File: src/rtl/fifo_rd_ctrl.sv
// fifo_rd_ctrl: read-side controller for a FIFO RAM with a two-cycle read
// latency. It issues reads from a wrapping address counter and stages the
// returned words in a 4-entry output queue with a valid/ready interface.
// Optional macro FIFO_RD_CTRL_STATS_EN adds a saturating 16-bit pop counter
// on output words_read.
module fifo_rd_ctrl #(
   parameter int DATA_WIDTH = 16,
   parameter int ADDR_WIDTH = 4,
   parameter int RAM_DEPTH  = 16
) (
   input  logic                  clk,
   input  logic                  rst,
   input  logic                  enable,
   input  logic                  fifo_empty,
   input  logic [DATA_WIDTH-1:0] fifo_data,
   output logic                  rd_cs,
   output logic                  rd_en,
   output logic [ADDR_WIDTH-1:0] address_to_read,
   output logic [DATA_WIDTH-1:0] m_data,
   output logic                  m_valid,
   input  logic                  m_ready,
   output logic                  busy
`ifdef FIFO_RD_CTRL_STATS_EN
   ,
   output logic [15:0]           words_read
`endif
);

   localparam logic [ADDR_WIDTH-1:0] LAST_ADDR = ADDR_WIDTH'(RAM_DEPTH - 1);
   localparam int                    QDEPTH    = 4;

   typedef enum logic [1:0] {
      ST_IDLE = 2'd0,
      ST_RUN  = 2'd1,
      ST_STOP = 2'd2
   } state_t;

   state_t                  state_q, state_d;
   logic                    rd_en_q, rd_en_d;
   logic [ADDR_WIDTH-1:0]   addr_q, addr_d;
   logic [ADDR_WIDTH-1:0]   next_addr_q, next_addr_d;
   logic                    v1_q, v2_q;

   logic [DATA_WIDTH-1:0]   mem_q [QDEPTH];
   logic [1:0]              head_q, head_d;
   logic [1:0]              tail_q, tail_d;
   logic [2:0]              occ_q, occ_d;

   logic                    pop;
   logic                    capture;
   logic [2:0]              inflight;
   logic [3:0]              outstanding;
   logic                    issue;

   // A read is in flight from the cycle rd_en is high until its data lands
   // in the queue; v1/v2 follow rd_en so v2 marks the cycle fifo_data is valid.
   assign pop      = (occ_q != 3'd0) && m_ready;
   assign capture  = v2_q;
   assign inflight = {2'b00, rd_en_q} + {2'b00, v1_q} + {2'b00, v2_q};

   // Words already committed once this edge's pop is taken: queued plus in
   // flight. Crediting the pop keeps full throughput in steady streaming,
   // while the cap of 4 guarantees every returning word finds a free slot.
   assign outstanding = {1'b0, occ_q} + {1'b0, inflight} - {3'b000, pop};

   assign issue = (state_q == ST_RUN) && enable && !fifo_empty &&
                  (outstanding < 4'd4);

   assign rd_en           = rd_en_q;
   assign rd_cs           = rd_en_q;
   assign address_to_read = addr_q;
   assign m_valid         = (occ_q != 3'd0);
   assign m_data          = mem_q[head_q];
   assign busy            = (state_q != ST_IDLE);

   // FSM next state plus the registered read strobe and address for the next cycle.
   always_comb begin
      state_d     = state_q;
      rd_en_d     = 1'b0;
      addr_d      = addr_q;
      next_addr_d = next_addr_q;
      case (state_q)
         ST_IDLE: begin
            if (enable) state_d = ST_RUN;
         end
         ST_RUN: begin
            if (!enable) state_d = ST_STOP;
         end
         ST_STOP: begin
            if (enable) begin
               state_d = ST_RUN;
            end else if (inflight == 3'd0 && occ_q == 3'd0) begin
               state_d = ST_IDLE;
            end
         end
         default: state_d = ST_IDLE;
      endcase
      if (issue) begin
         rd_en_d     = 1'b1;
         addr_d      = next_addr_q;
         next_addr_d = (next_addr_q == LAST_ADDR) ? '0
                                                  : next_addr_q + ADDR_WIDTH'(1);
      end
   end

   // Queue pointer and occupancy bookkeeping; capture and pop may coincide.
   always_comb begin
      head_d = head_q;
      tail_d = tail_q;
      occ_d  = occ_q;
      if (pop)     head_d = head_q + 2'd1;
      if (capture) tail_d = tail_q + 2'd1;
      case ({capture, pop})
         2'b10:   occ_d = occ_q + 3'd1;
         2'b01:   occ_d = occ_q - 3'd1;
         default: occ_d = occ_q;
      endcase
   end

   // Control registers: FSM state, read strobe/address and the return-valid pipeline.
   always_ff @(posedge clk or negedge rst) begin
      if (!rst) begin
         state_q     <= ST_IDLE;
         rd_en_q     <= 1'b0;
         addr_q      <= '0;
         next_addr_q <= '0;
         v1_q        <= 1'b0;
         v2_q        <= 1'b0;
      end else begin
         state_q     <= state_d;
         rd_en_q     <= rd_en_d;
         addr_q      <= addr_d;
         next_addr_q <= next_addr_d;
         v1_q        <= rd_en_q;
         v2_q        <= v1_q;
      end
   end

   // Output queue storage and pointers; returning data is written at the tail.
   always_ff @(posedge clk or negedge rst) begin
      if (!rst) begin
         for (int i = 0; i < QDEPTH; i++) mem_q[i] <= '0;
         head_q <= '0;
         tail_q <= '0;
         occ_q  <= '0;
      end else begin
         if (capture) mem_q[tail_q] <= fifo_data;
         head_q <= head_d;
         tail_q <= tail_d;
         occ_q  <= occ_d;
      end
   end

`ifdef FIFO_RD_CTRL_STATS_EN
   logic [15:0] words_read_q;

   // Count accepted output words, holding at all-ones once saturated.
   always_ff @(posedge clk or negedge rst) begin
      if (!rst) begin
         words_read_q <= '0;
      end else if (pop && words_read_q != 16'hFFFF) begin
         words_read_q <= words_read_q + 16'd1;
      end
   end

   assign words_read = words_read_q;
`endif

endmodule

File: config.mk
export PLATFORM = sky130hd
export DESIGN_NAME = fifo_rd_ctrl
export DESIGN_NICKNAME = d
export VERILOG_FILES = /design/src/rtl/fifo_rd_ctrl.sv
export SDC_FILE = /design/constraint.sdc
export NUM_CORES = 1
export LEC_CHECK = 0
export CAP_MARGIN = 20
export CORE_ASPECT_RATIO = 1.1
export CORE_UTILIZATION = 31
export DETAILED_ROUTE_END_ITERATION = 6
export GPL_TIMING_DRIVEN = 0
export HOLD_SLACK_MARGIN = 0.08
export SYNTH_ARGS = -nofsm -noshare
export SYNTH_HDL_FRONTEND = slang
export SYNTH_SLANG_ARGS = --single-unit
export TNS_END_PERCENT = 1
File: constraint.sdc
create_clock -name clk -period 3 [get_ports clk]
set_clock_uncertainty 0.05 [all_clocks]
set_input_delay 0.3 -clock clk [delete_from_list [all_inputs] [get_ports clk]]
set_output_delay 0.3 -clock clk [all_outputs]
set_load 0.02 [all_outputs]
Word level (Yosys, flattened, before mapping):

Index checks and enable logic that the tools add are counted.

* add/sub/neg operators: 9
* $lt $le $gt $ge: 4
* equality and inequality tests: 8
* multiplexer cells: 14
* bitwise operators: 2
* reduce and logical (&&, ||, !) cells: 14

Operators by type and width (number)
* bitwise mux 64 bit: 1
* two-way mux 16 bit: 3
* binary-select mux 16 bit (select 2 bit): 1
* demux 16 bit (select 2 bit): 1
* two-way mux 2 bit: 4
* >= comparator 3 bit (second input constant): 2
* logical AND 1 bit: 6
* zero test 3 bit: 2
* inverter 2 -> 3 bit: 2
* case mux 2 bit (3 select lines): 1
* case mux 3 bit (2 select lines): 1
* adder 2 x 1 -> 2 bit (second input constant): 2
* adder 3 x 3 -> 4 bit: 1
* adder 4 x 1 -> 4 bit (second input constant): 1
* equality test 2 x 1 -> 1 bit (second input constant): 2
* equality test 2 bit (second input constant): 2
* equality test 4 bit (second input constant): 1
* less-than comparator 4 x 3 -> 1 bit (second input constant): 1
* two-way mux 4 bit: 1
* inequality test 2 bit (second input constant): 2
* nonzero test 2 bit: 2
* subtractor 4 x 1 -> 4 bit: 1
* adder 2 x 1 -> 3 bit: 1
* adder 3 x 1 -> 3 bit (second input constant): 1
* other kinds (9): 9

* bits in registers: 84
* input bits: 21
* output and inout port bits: 24

Logic depth before layout (Yosys ltp):

Gate-level depths: netlist of the first run.

* depth after elaboration: 7
* gate-level depth with buffers: 10
* gate-level depth less buffers: 10

Worst setup path after synthesis of the first run:

OpenSTA, ideal clock, no wires.

* kind: reg2reg
* start point: register occ_q[2]
* end point: register next_addr_q[0]
* data arrival time: 2.871 ns
* setup slack: -0.046 ns
* stages on the path, launching flop included: 11
* cells stage by stage: dfrtp_1 or3_2 and2_1 ha_1 inv_1 ha_1 and3b_1 or4_4 a21bo_4 inv_2 mux2_4

* word-level cells in the longest chain between the ends: 5
* elaborated cells on any way between the ends: 6
* those cells by class: add/sub: 2; order compare: 1; reduce/logical: 3

Ends and longest elaborated chain
* start: declaration: line 47 `logic [2:0] occ_q, occ_d;`
* start signal: assignment: line 145 `occ_q <= '0;`
* start signal: assignment: line 150 `occ_q <= occ_d;`
* nonzero test 3 bit
* net m_valid: line 20 `output logic m_valid,`
* logical AND 1 bit: line 57 `assign pop = (occ_q != 3'd0) && m_ready;`
* net pop: line 49 `logic pop;`
* subtractor 4 x 1 -> 4 bit: line 64 `assign outstanding = {1'b0, occ_q} + {1'b0, inflight} - {3'b000, pop};`
* less-than comparator 4 x 3 -> 1 bit: line 67 `(outstanding < 4'd4);`
* logical AND 1 bit: line 66 `assign issue = (state_q == ST_RUN) && enable && !fifo_empty &&`
* net issue: line 53 `logic issue;`
* end signal: assignment: line 133 `next_addr_q <= next_addr_d;`
* end: declaration: line 41 `logic [ADDR_WIDTH-1:0] next_addr_q, next_addr_d;`

The timed path passes the listed nets, and every way through them passes these cells.
A chain may end at the register's enable or synchronous reset.

Worst setup path after layout of the first run:

* start point: register rd_en_q (netlist: rd_cs)
* end point: register next_addr_q[0]

* word-level cells in the longest chain between the ends: 6

Ends and longest elaborated chain
* start: declaration: line 39 `logic rd_en_q, rd_en_d;`
* start signal: assignment: line 131 `rd_en_q <= rd_en_d;`
* adder 1 x 1 -> 2 bit: line 59 `assign inflight = {2'b00, rd_en_q} + {2'b00, v1_q} + {2'b00, v2_q};`
* adder 2 x 1 -> 3 bit: line 59
* adder 3 x 3 -> 4 bit: line 64
* subtractor 4 x 1 -> 4 bit: line 64
* less-than comparator 4 x 3 -> 1 bit: line 67
* logical AND 1 bit: line 66
* net issue: line 53

The timed path passes the listed nets, and every way through them passes these cells.

==> results of run 1 <==
[cells in the final DEF (no fill, tap or decap), types with 2 or more instances in the layout]
cell / instances
fa_1: 2
xor2_1: 4
a21oi_1: 3
nand2_1: 7
inv_1: 12
clkbuf_1: 7
ha_1: 8
dfrtp_1: 83
clkdlybuf4s50_1: 43
mux4_2: 16
mux2_2: 64
buf_2: 2
buf_4: 7
xnor2_1: 4
clkinvlp_4: 2
mux2_4: 6
clkbuf_16: 9
inv_2: 2
[cell type report]
type | instances | area (um2)
buffer | 10 | 45.0
clock buffer | 11 | 243
clock inverter | 4 | 50.0
fill | 1147 | 7160
inverter | 15 | 58.8
multi-input combinational | 135 | 1620
sequential | 84 | 2100
tap | 154 | 193
timing repair buffer | 51 | 513
[layer usage]
| metal | wire, um | global-route usage, % | up-vias |
|---|---|---|---|
| met5 | 0 | 0 | - |
| li1 | - | - | 999 |
| met2 | 3580 | 19.1 | 37 |
| met3 | 301 | 3.93 | 6 |
| met1 | 3240 | 15.4 | 1115 |
| met4 | 54 | 4.37 | 0 |
[power breakdown]
part           internal (mW)  leakage (nW)  switching (mW)
registers               1.54         0.993           0.215
logic                   1.14         0.920           0.859
clock network          0.662         0.138           0.432
total                   3.34          2.05            1.51
[worst paths after layout]
check | slack, ps | cells after the start | endpoint | startpoint
hold reg to reg | 360 | 0 | capture | v1_q
hold / removal | 360 | 0 | capture | v1_q
setup reg to reg | 10 | 10 | next_addr_q[0] | rd_cs
setup / recovery | 10 | 10 | next_addr_q[0] | rd_cs
min in group asynchronous | 400 | 2 | mem_q[18] | rst
max in group asynchronous | 1900 | 3 | mem_q[38] | rst
[logic make-up (layout without fill, tap and decap cells)]
logic type / count (synthesis) / in the layout / synth area share, %
buf+inv: 25 / 91 / 2.64
compound gates: 11 / 11 / 2.11
fa+ha+maj: 12 / 12 / 4.35
xor+xnor: 8 / 8 / 1.85
flops: 84 / 84 / 55.4
mux: 87 / 87 / 31.1
simple gates: 17 / 17 / 2.57
[per-stage QoR]
step	cells	total power [mW]	hold WS, ps	util, %	TNS, ps
after floorplan	244	3.07	-45.6	-	0
after global placement	442	3.70	343	37.0	-116590
after detailed placement	443	3.75	222	37.2	-61.3
after CTS	459	4.88	368	39.8	0
after global routing	464	5.13	382	40.2	-71.8
final	464	4.85	359	40.2	0
[registers in the layout, indices dropped and copies added (netlist names)]
register / flops
address_to_read: 4
capture: 1
head_q: 2
mem_q: 64
next_addr_q: 4
occ_q: 3
rd_cs: 1
state_q: 2
tail_q: 2
v1_q: 1
[what timing repair did]
action	in CTS	in global routing
resized for setup	3	6
endpoints found under the hold margin	30	0
pin swaps	2	3
hold buffers	1	0
buffers inserted	0	5
endpoints found under the setup margin	10	2
==> results.yml, run 1 <==
global_routing:
  grt_pass1_wl_um: 11500
  grt_max_degree: 55
  grt-ovfl-total: 0
  grt_pass1_vias: 2261
  grt_use_total_pct: 12.1
  antenna_found_initial: 0
yosys:
  synth_top_area_share_pct: 55.4
  yosys.area.top_type: "dfrtp_1"
  async_flop_share_pct: 100
  synth-seq-cells: 84
  syn_area_um2: 3800
  avgSynthCellArea_um2: 15.6
  ys_seq_area_share_pct: 55.4
  yosys_most_used_dff: "dfrtp_1"
  yosys-top-cells-count: "84 x dfrtp_1, 64 x mux2_2, 16 x mux4_2"
  yosysMostFrequentCell: "dfrtp_1"
  yosys_warnings: 0
  synth-edff-count: 0
  synth_cells: 244
  yosysUniqueCellTypes: 34
  syn-num-nets: 277
  synthTopCellsByArea: "dfrtp_1 55%, mux2_2 19%, mux4_2 9.5%"
clock_network:
  clk_pin_slew_ps: 60
  cts_max_level: 3
  clock_sinks: 84
  cts_root_buf: "clkbuf_16"
  cts_buffers: 9
  cts_tree: "built"
  cts_buffer_depth: 2
  clk_latency_ps: 330
run_status:
  run_status: "completed"
worst_setup_path:
  critPathKind: "reg2reg"
  end_kind: "flop"
  critical_path.startpoint_type: "flop"
  critPathTopFamily: "adder cells"
  cp.buffers_inverters: 3
  worstPathMaxFanout: 6
  cp_data_required_time_ps: 3170
  crit_slowest_cell: "fa_1"
  slowest_delay_ps: 560
  crit_chain: "fa_1, inv_1, ha_2, inv_2, ha_4, and3b_1, or4_4, a21bo_4, inv_4, mux2_4"
  arrival_ps: 3160
placement:
  io_buffers: 44
  post_dp_cell_area_um2: 4460
  gp_congestion: 0.727
  place_ws_ps: -31.3
  hpwl_um: 4750
detailed_routing:
  wl_per_cell_um: 15.5
  first_pass_iters: 4
  drc: 0
  drt-total-wl_um: 7180
  drtIter0Drc: 71
  num_vias: 2157
  ant_nets: 0
  routed_via_density: 4.65
sta:
  timing.final.ws_setup_ps: 12.3
  rsz0062_at_grt: "yes"
  setup_violations: 0
  hold_viol_final: 0
  slew_violations: 0
  period_needed_ps: 2990
  period_share_pct: 99.6
  worst_pin_slew_ps: 741
  fmax_ghz: 0.335
  slew_headroom_pct: 50.6
floorplan:
  dieArea_um2: 12700
  die_h_um: 118
  rows: 42
  ioPinCount: 45
  dieWidth_um: 108
  core-area_um2: 12000
  initial_core_util_pct: 31.7
power_and_ir_drop:
  p_leak_nw: 2.05
  power_density_nw_per_um2: 1010
  peakVddDrop_mv: 0.442
cells_and_area:
  n_antenna_cell: 0
  fin_area_um2: 4820
  area_growth_pct: 27.0
  layout-drive-gt1-share_pct: 39.4
  nets: 339
hold_path:
  hold_class: "reg2reg"
flow_run:
  cap_violations: 0
Note: power is estimated with default switching activity, not from simulation.
==> run 2: changes to the inputs <==
==> constraint.sdc (replaced) <==
create_clock -name clk -period 2.4 [get_ports clk]
set_clock_uncertainty 0.05 [all_clocks]
set_input_delay 0.24 -clock clk [delete_from_list [all_inputs] [get_ports clk]]
set_output_delay 0.24 -clock clk [all_outputs]
set_load 0.02 [all_outputs]
==> results.yml, run 2 (synthesis gave the netlist of run 1 again) <==
worst_setup_path:
  slowest_delay_ps: 600
  crit_chain: "fa_2, inv_2, ha_4, inv_2, ha_4, and3b_1, or4_4, a21bo_4, inv_4, mux2_4"
  crit_slowest_cell: "fa_2"
  cp_data_required_time_ps: 2570
  worstPathMaxFanout: 6
  r2r-end: "next_addr_q[0]"
  r2r_slack_ps: -520
  critPathKind: "reg2reg"
  arrival_ps: 3090
  critical_path.startpoint_type: "flop"
  ff2ff_path_depth: 10
  reg2reg_from: "v1_q"
  end_kind: "flop"
clock_network:
  cts_tree: "built"
  clk_pin_slew_ps: 60
  cts_buffers: 9
  cts_buffer_depth: 2
  cts_max_level: 3
  cts_root_buf: "clkbuf_16"
  clock_sinks: 84
  clk_latency_ps: 330
hold_path:
  hold_class: "reg2reg"
  whs_path_depth: 0
  min_from: "v1_q"
  min_to: "capture"
cells_and_area:
  layout-drive-gt1-share_pct: 40.5
  nets: 339
  multi_input_area_um2: 1630
  largest_register_ffs: 64
  final_cell_mix: "83 x dfrtp_1, 64 x mux2_2, 35 x clkdlybuf4s50_1"
  area_growth_pct: 27.1
  n_antenna_cell: 0
  layout.cells.most_common: "dfrtp_1"
  fill_cells: 1148
  seqCellArea_um2: 2100
  largest-register: "mem_q"
  layout.cells.non_filler: 465
sta:
  rsz0062_at_grt: "yes"
  worst_pin_slew_ps: 782
  timing.final.ws_setup_ps: -523
  slew_headroom_pct: 47.9
  fmax_ghz: 0.342
  setup_violations: 9
  hold_viol_final: 0
  slew_violations: 0
  period_share_pct: 122
  period_needed_ps: 2920
detailed_routing:
  routed_via_density: 4.63
  wl_per_cell_um: 15.3
  num_vias: 2152
  drt-total-wl_um: 7110
  drc: 0
  ant_nets: 0
  drtIter0Drc: 75
  first_pass_iters: 6
floorplan:
  initial_core_util_pct: 31.7
  rows: 42
  dieWidth_um: 108
  die_h_um: 118
  core-area_um2: 12000
  ioPinCount: 45
  dieArea_um2: 12700
power_and_ir_drop:
  p_leak_nw: 2.06
  power_density_nw_per_um2: 1230
  peakVddDrop_mv: 0.610
run_status:
  violations: "negative setup slack"
  run_status: "complete, but fails checks"
placement:
  gp_congestion: 0.735
  place_ws_ps: -557
  hpwl_um: 4770
  io_buffers: 44
  placed_cells: 443
global_routing:
  met1_usage_pct: 16.5
  grt.busiest_layer: "met2"
  grt_pass1_vias: 2314
  grt_use_total_pct: 12.5
  grt_pass1_wl_um: 11900
  antenna_found_initial: 0
  met3_usage_pct: 2.66
  grt_max_degree: 50
  met2_usage_pct: 19.3
  grt-ovfl-total: 0
flow_run:
  cap_violations: 0
[run 2: worst max-delay path, delay by kind of cell, from the launching register on]
family / cells / cell delay, ps
multiplexers: 1 / 290
buffers and inverters: 3 / 180
adder cells (fa/ha/maj): 3 / 930
AND/OR/NAND/NOR: 2 / 670
AO/OA/AOI/OAI: 1 / 280
flip-flops: 1 / 400
[run 2: metrics by stage]
| stage | setup TNS [ps] | total power, mW | util [%] | hold slack (ps) | cell area [um2] |
|---|---|---|---|---|---|
| floorplan | -2930 | 3.84 | - | -106 | 3800 |
| global placement | -175280 | 4.63 | 37.0 | 342 | 4440 |
| detailed placement | -5710 | 4.69 | 37.2 | 197 | 4460 |
| CTS | -3370 | 5.97 | 39.9 | 368 | 4780 |
| global route | -4450 | 6.32 | 40.3 | 385 | 4820 |
| finish | -3490 | 5.92 | 40.3 | 374 | 4820 |
[run 2: report_power, final]
group          switching, mW  internal, mW  total, mW
clock network          0.565         0.704       1.27
registers              0.268          1.92       2.19
logic                   1.07          1.39       2.46
[run 2: worst max path at each step]
stage	start	to	slack [ps]	cells after the start
6_report	v1_q	next_addr_q[0]	-520	10
5_1_grt	v1_q	next_addr_q[0]	-630	10
4_1_cts	v1_q	next_addr_q[0]	-510	10
3_5_place_dp	capture	next_addr_q[0]	-560	10
3_3_place_gp	rst	rd_cs	-2330	1
2_1_floorplan	occ_q[2]	next_addr_q[0]	-470	10
[run 2: cell type report]
cell class	count	share of cell area, %
Sequential cell	84	43.6
Multi-Input combinational cell	135	33.7
Timing Repair Buffer	51	10.4
Clock buffer	9	4.67
Tap cell	154	3.99
Buffer	10	1.32
Inverter	15	1.22
Clock inverter	7	1.04
[run 2: routing by layer]
| layer | part of all wire [%] | wire (um) |
|---|---|---|
| met5 | 0 | 0 |
| met4 | 1.4 | 100 |
| met3 | 2.8 | 197 |
| met2 | 49 | 3460 |
| met1 | 47 | 3350 |
[run 2: repair_timing]
action	CTS	global route
gates cloned	0	0
gates resized for setup	18	4
setup buffers	3	2
hold endpoints to repair	35	0
hold buffers	1	0
pin swaps	2	2
endpoints found under the setup margin	21	9
==> run 3: changes to the inputs <==
--- a/config.mk
+++ b/config.mk
@@ -6,11 +6,14 @@
 export NUM_CORES = 1
 export LEC_CHECK = 0
 export CAP_MARGIN = 20
+export CELL_PAD_IN_SITES_DETAIL_PLACEMENT = 0
+export CELL_PAD_IN_SITES_GLOBAL_PLACEMENT = 1
 export CORE_ASPECT_RATIO = 1.1
 export CORE_UTILIZATION = 31
 export DETAILED_ROUTE_END_ITERATION = 6
 export GPL_TIMING_DRIVEN = 0
 export HOLD_SLACK_MARGIN = 0.08
+export PLACE_DENSITY_LB_ADDON = 0.1
 export SYNTH_ARGS = -nofsm -noshare
 export SYNTH_HDL_FRONTEND = slang
 export SYNTH_SLANG_ARGS = --single-unit
==> results.yml, run 3 (synthesis gave the netlist of run 1 again) <==
clock_network:
  cts_max_level: 3
  clk_pin_slew_ps: 60
  cts_buffers: 9
  clock_sinks: 84
  cts_tree: "built"
  cts_root_buf: "clkbuf_16"
  clk_latency_ps: 330
  cts_buffer_depth: 2
detailed_routing:
  routed_via_density: 4.58
  drtIter0Drc: 27
  ant_nets: 0
  drc: 0
  drt-total-wl_um: 7390
  wl_per_cell_um: 16.0
  first_pass_iters: 4
  num_vias: 2121
floorplan:
  rows: 42
  core-area_um2: 12000
  initial_core_util_pct: 31.7
  ioPinCount: 45
  dieArea_um2: 12700
  die_h_um: 118
  dieWidth_um: 108
worst_setup_path:
  ff2ff_path_depth: 10
  critical_path.startpoint_type: "flop"
  worstPathMaxFanout: 6
  end_kind: "flop"
  critPathKind: "reg2reg"
  arrival_ps: 3060
  cp_data_required_time_ps: 2570
power_and_ir_drop:
  power_density_nw_per_um2: 1250
  peakVddDrop_mv: 0.435
  p_leak_nw: 2.07
sta:
  worst_pin_slew_ps: 799
  setup_violations: 9
  fin_setup_tns_ps: -3260
  period_needed_ps: 2890
  holdWs_ps: 336
  timing.final.ws_setup_ps: -493
  slew_violations: 0
  slew_headroom_pct: 46.7
  rsz0062_at_grt: "yes"
  fmax_ghz: 0.346
  hold_viol_final: 0
  period_share_pct: 121
placement:
  io_buffers: 44
  gp_congestion: 0.651
  hpwl_um: 4880
cells_and_area:
  n_antenna_cell: 0
  fill_cells: 1138
  area_growth_pct: 27.6
  layout-drive-gt1-share_pct: 39.8
  largest_register_ffs: 64
  largest-register: "mem_q"
  layout.cells.most_common: "dfrtp_1"
  final_cell_mix: "83 x dfrtp_1, 64 x mux2_2, 35 x clkdlybuf4s50_1"
  nets: 337
global_routing:
  grt-ovfl-total: 0
  antenna_found_initial: 0
  grt_pass1_vias: 2333
  grt_max_degree: 56
  grt_pass1_wl_um: 12400
  grt_use_total_pct: 13.2
hold_path:
  hold_class: "in2async"
run_status:
  run_status: "complete, but fails checks"
  violations: "negative setup slack"
flow_run:
  cap_violations: 0
## run 3: changes by cell type in the layout (fill, tap and decap cells not counted), sizes merged
cell and change:
clkinvlp -2, buf -2, clkbuf +3, inv -2
bufinv +1
## run 3: worst max-delay path: stages, from the launching register on
cell and delay [ps]:
dfrtp_1 400, fa_2 590, inv_2 50, ha_4 140
inv_2 50, ha_4 180, and3b_1 170, or4_4 500
a21bo_4 280, inv_4 80, mux2_4 290
## run 3: power breakdown
group | internal (mW) | total (mW) | switching [mW]
sequential | 1.92 | 2.19 | 0.270
combinational | 1.39 | 2.45 | 1.06
clock | 0.859 | 1.40 | 0.539
total | 4.17 | 6.04 | 1.87
## run 3: through the flow
step	std cells	utilization [%]	total power, mW	worst slack (ps)	cell area [um2]
finish	463	40.4	6.04	-493	4840
detailed placement	443	37.2	4.70	-575	4460
global route	463	40.4	6.42	-570	4840
global placement	442	37.0	4.67	-2630	4440
CTS	463	40.2	6.12	-517	4820
floorplan	244	-	3.84	-474	3800
## run 3: layout make-up
cell class	count	area, um2	share of cell area (%)
sequential	84	2100	43.4
tap	154	193	3.98
clock inverter	4	47.5	0.982
clock buffer	12	256	5.30
inverter	15	58.8	1.21
timing repair buffer	49	488	10.1
multi-input combinational	135	1630	33.6
buffer	10	67.6	1.40
## run 3: metal layers
layer / GRT usage [%] / wire length [um] / vias to the layer above / share of wire (%)
li1: - / - / 1001 / -
met4: 7.71 / 185 / 0 / 2.5
met2: 19.1 / 3330 / 37 / 45
met3: 2.49 / 249 / 10 / 3.4
met1: 18.4 / 3630 / 1073 / 49
met5: 0 / 0 / - / 0
## run 3: final timing paths
| check | end | slack (ps) | from |
|---|---|---|---|
| setup / recovery | next_addr_q[1] | -490 | v1_q |
| hold / removal | mem_q[17] | 340 | rst |
| setup reg to reg | next_addr_q[1] | -490 | v1_q |
| hold reg to reg | capture | 370 | v1_q |
| max in group asynchronous | mem_q[60] | 1360 | rst |
| min in group clk | capture | 370 | v1_q |
## run 3: repair_timing
action	4_1_cts	5_1_grt
gates resized for setup	18	5
endpoints found under the setup margin	19	9
endpoints found under the hold margin	29	0
buffers inserted	3	0
pin swaps	2	0
hold buffers	1	0
